`src/rtl/alu_issue_pkg.sv`:
```
// alu_issue_pkg: shared opcode/funct/ALU operation constants, FSM states and RV32IM decode
package alu_issue_pkg;
  localparam logic [6:0] OPC_OP     = 7'b0110011;
  localparam logic [6:0] OPC_OPIMM  = 7'b0010011;
  localparam logic [6:0] F7_BASE    = 7'b0000000;
  localparam logic [6:0] F7_ALT     = 7'b0100000;
  localparam logic [6:0] F7_MULDIV  = 7'b0000001;
  localparam logic [6:0] ALU_ADD    = 7'd0;
  localparam logic [6:0] ALU_SUB    = 7'd1;
  localparam logic [6:0] ALU_SLL    = 7'd2;
  localparam logic [6:0] ALU_SLT    = 7'd3;
  localparam logic [6:0] ALU_SLTU   = 7'd4;
  localparam logic [6:0] ALU_XOR    = 7'd5;
  localparam logic [6:0] ALU_SRL    = 7'd6;
  localparam logic [6:0] ALU_SRA    = 7'd7;
  localparam logic [6:0] ALU_OR     = 7'd8;
  localparam logic [6:0] ALU_AND    = 7'd9;
  localparam logic [6:0] ALU_MUL    = 7'd10;
  localparam logic [6:0] ALU_MULH   = 7'd11;
  localparam logic [6:0] ALU_MULHSU = 7'd12;
  localparam logic [6:0] ALU_MULHU  = 7'd13;
  localparam logic [6:0] ALU_DIV    = 7'd14;
  localparam logic [6:0] ALU_DIVU   = 7'd15;
  localparam logic [6:0] ALU_REM    = 7'd16;
  localparam logic [6:0] ALU_REMU   = 7'd17;
  localparam logic [1:0] ST_IDLE    = 2'd0;
  localparam logic [1:0] ST_ALU     = 2'd1;
  localparam logic [1:0] ST_DIV     = 2'd2;
  localparam logic [1:0] ST_DONE    = 2'd3;
  typedef struct packed {
    logic        legal;
    logic [6:0]  op;
    logic [31:0] ip2;
  } dec_t;
  function automatic logic [6:0] base_op(input logic [2:0] f3);
    case (f3)
      3'd0:    return ALU_ADD;
      3'd1:    return ALU_SLL;
      3'd2:    return ALU_SLT;
      3'd3:    return ALU_SLTU;
      3'd4:    return ALU_XOR;
      3'd5:    return ALU_SRL;
      3'd6:    return ALU_OR;
      default: return ALU_AND;
    endcase
  endfunction
  function automatic dec_t decode(input logic [31:0] ins, input logic [31:0] rs2);
    dec_t d;
    logic [2:0] f3;
    logic [6:0] f7;
    f3 = ins[14:12];
    f7 = ins[31:25];
    d.legal = 1'b0;
    d.op = ALU_ADD;
    d.ip2 = rs2;
    if (ins[6:0] == OPC_OP) begin
      case (f7)
        F7_BASE: begin
          d.legal = 1'b1;
          d.op = base_op(f3);
        end
        F7_ALT: begin
          d.legal = f3 == 3'd0 || f3 == 3'd5;
          d.op = f3 == 3'd0 ? ALU_SUB : ALU_SRA;
        end
        F7_MULDIV: begin
          d.legal = 1'b1;
          d.op = ALU_MUL + {4'd0, f3};
        end
        default: d.legal = 1'b0;
      endcase
    end else if (ins[6:0] == OPC_OPIMM) begin
      d.ip2 = {{20{ins[31]}}, ins[31:20]};
      case (f3)
        3'd1: begin
          d.legal = f7 == F7_BASE;
          d.op = ALU_SLL;
          d.ip2 = {27'd0, ins[24:20]};
        end
        3'd5: begin
          d.legal = f7 == F7_BASE || f7 == F7_ALT;
          d.op = f7 == F7_ALT ? ALU_SRA : ALU_SRL;
          d.ip2 = {27'd0, ins[24:20]};
        end
        default: begin
          d.legal = 1'b1;
          d.op = base_op(f3);
        end
      endcase
    end
    return d;
  endfunction
endpackage

```
`src/rtl/alu_issue_div.sv`:
```
// div_iter: restoring radix-2 divider, 32 iterations with sign fix folded into the last one
module div_iter (
  input  logic        clk,
  input  logic        rst_n,
  input  logic        start,
  input  logic [31:0] dividend,
  input  logic [31:0] divisor,
  input  logic        is_signed,
  output logic        done,
  output logic [31:0] quotient,
  output logic [31:0] remainder
);
  logic [31:0] rem_q, quo_q, dvs_q, rem_n, quo_n;
  logic [32:0] diff;
  logic [4:0]  count;
  logic        busy, neg_q, neg_r;
  always_comb begin
    diff = {rem_q, quo_q[31]} - {1'b0, dvs_q};
    rem_n = diff[32] ? {rem_q[30:0], quo_q[31]} : diff[31:0];
    quo_n = {quo_q[30:0], ~diff[32]};
    done = busy && count == 5'd31;
    quotient = neg_q ? -quo_n : quo_n;
    remainder = neg_r ? -rem_n : rem_n;
  end
  always_ff @(posedge clk) begin
    if (!rst_n) begin
      rem_q <= '0;
      quo_q <= '0;
      dvs_q <= '0;
      count <= '0;
      busy <= 1'b0;
      neg_q <= 1'b0;
      neg_r <= 1'b0;
    end else if (start) begin
      rem_q <= '0;
      quo_q <= is_signed && dividend[31] ? -dividend : dividend;
      dvs_q <= is_signed && divisor[31] ? -divisor : divisor;
      count <= '0;
      busy <= 1'b1;
      neg_q <= is_signed && (dividend[31] ^ divisor[31]);
      neg_r <= is_signed && dividend[31];
    end else if (busy) begin
      rem_q <= rem_n;
      quo_q <= quo_n;
      count <= count + 5'd1;
      busy <= !done;
    end
  end
endmodule

```
`src/rtl/alu_issue.sv`:
```
// alu_issue: decodes RV32IM OP/OP-IMM, issues to an external ALU or the iterative divider, holds result until taken
module alu_issue
  import alu_issue_pkg::*;
#(
  parameter bit DIV_EN = 1'b1
) (
  input  logic        clk,
  input  logic        rst_n,
  input  logic        in_valid,
  output logic        in_ready,
  input  logic [31:0] instr,
  input  logic [31:0] rs1_val,
  input  logic [31:0] rs2_val,
  output logic [31:0] alu_ip1,
  output logic [31:0] alu_ip2,
  output logic [6:0]  alu_operation,
  input  logic [31:0] alu_result,
  input  logic        alu_zero,
  output logic        out_valid,
  input  logic        out_ready,
  output logic [31:0] out_result,
  output logic        out_zero,
  output logic        out_illegal
);
  logic [1:0]  state;
  dec_t        dec;
  logic        is_divop, dv_signed, dv_rem, div_zero, ovf, short_c, bypass, accept, start, div_done;
  logic        bypass_r, byp_ill, rem_r;
  logic [31:0] short_res, div_q, div_r, div_res, ip1_r, ip2_r, byp_res;
  logic [6:0]  op_r;
  always_comb begin
    dec = decode(instr, rs2_val);
    is_divop = DIV_EN && dec.legal && dec.op >= ALU_DIV;
    dv_signed = dec.op == ALU_DIV || dec.op == ALU_REM;
    dv_rem = dec.op == ALU_REM || dec.op == ALU_REMU;
    div_zero = rs2_val == '0;
    ovf = dv_signed && rs1_val == 32'h8000_0000 && rs2_val == 32'hFFFF_FFFF;
    short_c = is_divop && (div_zero || ovf);
    short_res = div_zero ? (dv_rem ? rs1_val : '1) : (dv_rem ? '0 : rs1_val);
    bypass = !dec.legal || short_c;
    in_ready = rst_n && state == ST_IDLE;
    accept = in_valid && in_ready;
    start = accept && is_divop && !short_c;
    div_res = rem_r ? div_r : div_q;
    out_valid = state == ST_DONE;
    alu_ip1 = state == ST_ALU ? ip1_r : '0;
    alu_ip2 = state == ST_ALU ? ip2_r : '0;
    alu_operation = state == ST_ALU ? op_r : ALU_ADD;
  end
  div_iter u_div (
    .clk       (clk),
    .rst_n     (rst_n),
    .start     (start),
    .dividend  (rs1_val),
    .divisor   (rs2_val),
    .is_signed (dv_signed),
    .done      (div_done),
    .quotient  (div_q),
    .remainder (div_r)
  );
  always_ff @(posedge clk) begin
    if (!rst_n) begin
      state <= ST_IDLE;
      ip1_r <= '0;
      ip2_r <= '0;
      op_r <= ALU_ADD;
      bypass_r <= 1'b0;
      byp_ill <= 1'b0;
      byp_res <= '0;
      rem_r <= 1'b0;
      out_result <= '0;
      out_zero <= 1'b0;
      out_illegal <= 1'b0;
    end else begin
      case (state)
        ST_IDLE: if (accept) begin
          ip1_r <= bypass ? '0 : rs1_val;
          ip2_r <= bypass ? '0 : dec.ip2;
          op_r <= bypass ? ALU_ADD : dec.op;
          bypass_r <= bypass;
          byp_ill <= !dec.legal;
          byp_res <= dec.legal ? short_res : '0;
          rem_r <= dv_rem;
          state <= start ? ST_DIV : ST_ALU;
        end
        ST_ALU: begin
          out_result <= bypass_r ? byp_res : alu_result;
          out_zero <= bypass_r ? byp_res == '0 : alu_zero;
          out_illegal <= byp_ill;
          state <= ST_DONE;
        end
        ST_DIV: if (div_done) begin
          out_result <= div_res;
          out_zero <= div_res == '0;
          out_illegal <= 1'b0;
          state <= ST_DONE;
        end
        default: if (out_ready) state <= ST_IDLE;
      endcase
    end
  end
endmodule

```
`config.mk`:
```
export PLATFORM = sky130hd
export DESIGN_NAME = alu_issue
export DESIGN_NICKNAME = d
export VERILOG_FILES = /design/src/rtl/alu_issue_pkg.sv /design/src/rtl/alu_issue_div.sv /design/src/rtl/alu_issue.sv
export SDC_FILE = /design/constraint.sdc
export NUM_CORES = 1
export LEC_CHECK = 0
export ABC_AREA = 1
export CORE_UTILIZATION = 60
export CTS_BUF_LIST = sky130_fd_sc_hd__clkbuf_16
export CTS_CLUSTER_SIZE = 12
export DETAILED_ROUTE_END_ITERATION = 8
export GPL_TIMING_DRIVEN = 0
export PLACE_DENSITY = 0.94
export SETUP_SLACK_MARGIN = 0.1
export SLEW_MARGIN = 20
export SYNTH_ARGS = -nofsm -noshare
export SYNTH_HDL_FRONTEND = slang
export SYNTH_SLANG_ARGS = --single-unit
```
`constraint.sdc`:
```
create_clock -name clk -period 9 [get_ports clk]
set_clock_uncertainty 0.1 [all_clocks]
set_input_delay 1.8 -clock clk [delete_from_list [all_inputs] [get_ports clk]]
set_output_delay 1.8 -clock clk [all_outputs]
set_load 0.01 [all_outputs]
```
==> flow_summary.yaml <==
run_status:
  status: "completed"
synth:
  synth_simple_gate_area_share: 0.352
  synth_compound_area_frac: 0.193
  synth-seq-area-share: 0.264
  ys_ff_latch: 244
  synth_top_family_by_area: "simple AND/OR/NAND/NOR gates"
  avgSynthCellArea_um2: 5.86
  ys_async_sr_fraction: 0
  ys_types: 56
  synth_edf_count: 0
  netlist_area_um2: 18500
  synth-xor-area-share: 0.0350
  postSynthCellCount: 3158
  synth_mux_area_frac: 0
  ys.flop_type: "dfxtp_1"
  yosysWarnings: 0
  synthAdderAreaFrac: 0.0308
finish:
  multi_input_area_um2: 11300
  drive_above_1_share: 0.0392
  finalNetCount: 3583
  final_common_cell: "nand2_1"
  layout.cells.non_filler: 3810
  fillerInstances: 2512
  mostFrequentLayoutCells: "nand2_1, inv_1, a21oi_1, dfxtp_1, nor2_1"
  syn_to_final_growth_pct: 18.8
  seq_area_um2: 4880
  antennaDiodeCount: 0
critical_path:
  cp_common_cell: "nand2_1"
  worst_setup_path_end_kind: "flip-flop"
  critPathKind: "flip-flop to flip-flop"
  cpPeakStageDelay_ns: 0.43
  r2r_cells: 36
  worst_path_max_delay_cell: "fa_1"
  crit_fanout: 10
  critPathLaunchType: "flip-flop"
  timing.rr.end: "out_zero"
  r2r_slack_ns: 3.25
  crit_arrival_ns: 6.13
  cp.required_ns: 9.38
  timing.rr.start: "u_div.quo_q[31]"
worst_hold_path:
  min_path_type: "flip-flop to flip-flop"
  hold_depth: 2
  min_from: "out_result[8]"
  hold_path_end: "out_result[8]"
cts:
  ctsHoldBuffers: 0
  cts-root-buf: "clkbuf_16"
  cts_tree: "built"
  cts_resized: 0
  post-cts-setup-buffers: 0
  clk-insertion-delay-late_ns: 0.55
  clockBufferDepth: 3
  htree_levels: 1
  clock_sinks: 244
  cts_buffers: 27
  path_clk_slew_ns: 0.07
timing:
  slew_headroom: 0.347
  finalCritPeriodShare: 0.639
  tns_ns: 0
  finalHoldViolCount: 0
  timing.fmax_mhz: 174
  rsz0062_at_grt: "false"
  setup_viol: 0
  slew_violations: 0
  max_slew.worst_pin.slew_ns: 0.980
  final.min_clock_period_ns: 5.75
pwr:
  sequentialPowerShare: 0.401
  power_switching_w: 0.000945
  p_comb_frac: 0.237
  power.density_nw_per_um2: 132
  switching_share: 0.325
  intPower_w: 0.00196
  power.share.clock: 0.363
  leakage_nw: 10.3
  ir_worst_vdd_v: 0.000118
global_routing:
  first_global_vias: 21200
  grtUsageTotal: 0.459
  grt_pass1_wl_um: 113000
  antenna_found_initial: 0
  overflow: 0
  grt_start_max_net_pins: 14
detailed_routing:
  vias: 23000
  routed_wirelength_um: 74500
  drt_iter0_drc: 3162
  ant_nets: 0
  drc: 0
  dr.pass1.iters: 7
  routedWlPerCell_um: 19.6
  vias_per_cell: 6.05
floorplanning:
  die-area_um2: 31600
  die_w_um: 178
  pin_count: 240
  fp.dieH_um: 178
  coreArea_um2: 30000
  initial_core_util: 0.616
  placementRows: 63
place:
  place_congestion: 1.05
  dp_hpwl_um: 59200
  dp_cells: 3766
  port_buffers: 217
flow_run:
  drv_cap: 0
-- layout make-up --
class	count	area share
multi-input cells	2324	0.515
flip-flops and latches	244	0.222
repair buffers	217	0.0988
inverters	436	0.0744
plain buffers	155	0.0308
clock buffers	27	0.0307
well taps	390	0.0222
clock inverters	17	0.00615
-- worst max-delay path: cells and delay by family, from the launching register on --
family                     cells  cell delay [ns]
AOI/OAI and AO/OA              2             0.36
DFF                            1             0.32
and+or+nand+nor               26             3.31
adders and majority gates      3             0.86
buffers and inverters          5             0.72
-- power groups by stage --
stage	clock network, W	logic, W	registers, W
after CTS	0.00104	0.000654	0.00117
after floorplan	0	0.000305	0.00120
final	0.00105	0.000688	0.00117
after global routing	0.00109	0.000717	0.00117
after global placement	0	0.000632	0.00118
after detailed placement	0	0.000647	0.00119
-- metal layers --
metal  vias up  wire length (um)  share of wire  global-route usage
li1      10700                 -              -                   -
met1     10300             28400           0.38               0.588
met2      1704             31900           0.43               0.711
met3       318              9900           0.13               0.110
met4         0              4290          0.058               0.241
met5         -                 0              0                   0
-- Yosys cell counts, types with 10 or more instances --
library cell  number  area (um2)
nand3_1          207        1040
buf_2             17        85.1
nor3_1            37         185
o22ai_1           37         231
a21oi_1          302        1510
nand2_2           27         169
inv_1            422        1580
o211ai_1          52         390
o21ai_0          226        1130
nand4_1           43         269
dfxtp_1          244        4880
ha_1              44         551
xor2_1            45         394
nand2_1          941        3530
nand3b_1          10        75.1
xnor2_1           29         254
clkbuf_1         118         443
o21bai_1          12        90.1
nor2_1           232         871
nor4_1            16         100
nor2_2            11        68.8
inv_2             10        37.5
-- state kept, by name, summed over array words and instances, names as in the netlist --
signal / cells
u_div.neg_q: 1
ip2_r: 32
bypass_r: 1
u_div.quo_q: 32
u_div.neg_r: 1
op_r: 5
byp_res: 32
ip1_r: 32
byp_ill: 1
u_div.count: 5
state: 2
u_div.busy: 1
out_illegal: 1
u_div.dvs_q: 32
u_div.rem_q: 32
out_result: 32
out_zero: 1
rem_r: 1
-- through the flow --
stage / instance area (um2) / total power (W) / hold WS [ns] / setup WS, ns / util
floorplan: 18500 / 0.00150 / 0.335 / 4.71 / -
global placement: 21200 / 0.00182 / 0.351 / 3.49 / 0.705
detailed placement: 21200 / 0.00184 / 0.354 / 3.42 / 0.705
CTS: 22000 / 0.00286 / 0.363 / 3.52 / 0.732
global route: 22000 / 0.00298 / 0.385 / 2.75 / 0.732
finish: 22000 / 0.00291 / 0.370 / 3.25 / 0.732
-- kinds of logic (layout without fill, tap and decap cells) --
logic type | count (synthesis) | count (layout)
and+or+nand+nor | 1545 | 1545
AOI/OAI and AO/OA | 658 | 658
buffers and inverters | 591 | 852
DFF | 244 | 244
xor gates and xnor gates | 74 | 74
adders and majority gates | 45 | 45
other | 1 | 2
-- worst max-delay path by stage --
| stage | end | cells past startpoint | start |
|---|---|---|---|
| 4_1_cts | out_zero | 36 | u_div.quo_q[31] |
| 2_1_floorplan | out_zero | 36 | u_div.quo_q[31] |
| 3_3_place_gp | u_div.quo_q[19] | 16 | rs1_val[0] |
| 6_report | out_zero | 36 | u_div.quo_q[31] |
| 5_1_grt | out_zero | 36 | u_div.quo_q[31] |
| 3_5_place_dp | u_div.rem_q[31] | 18 | rs1_val[0] |
Note: power is estimated with default switching activity, not from simulation.
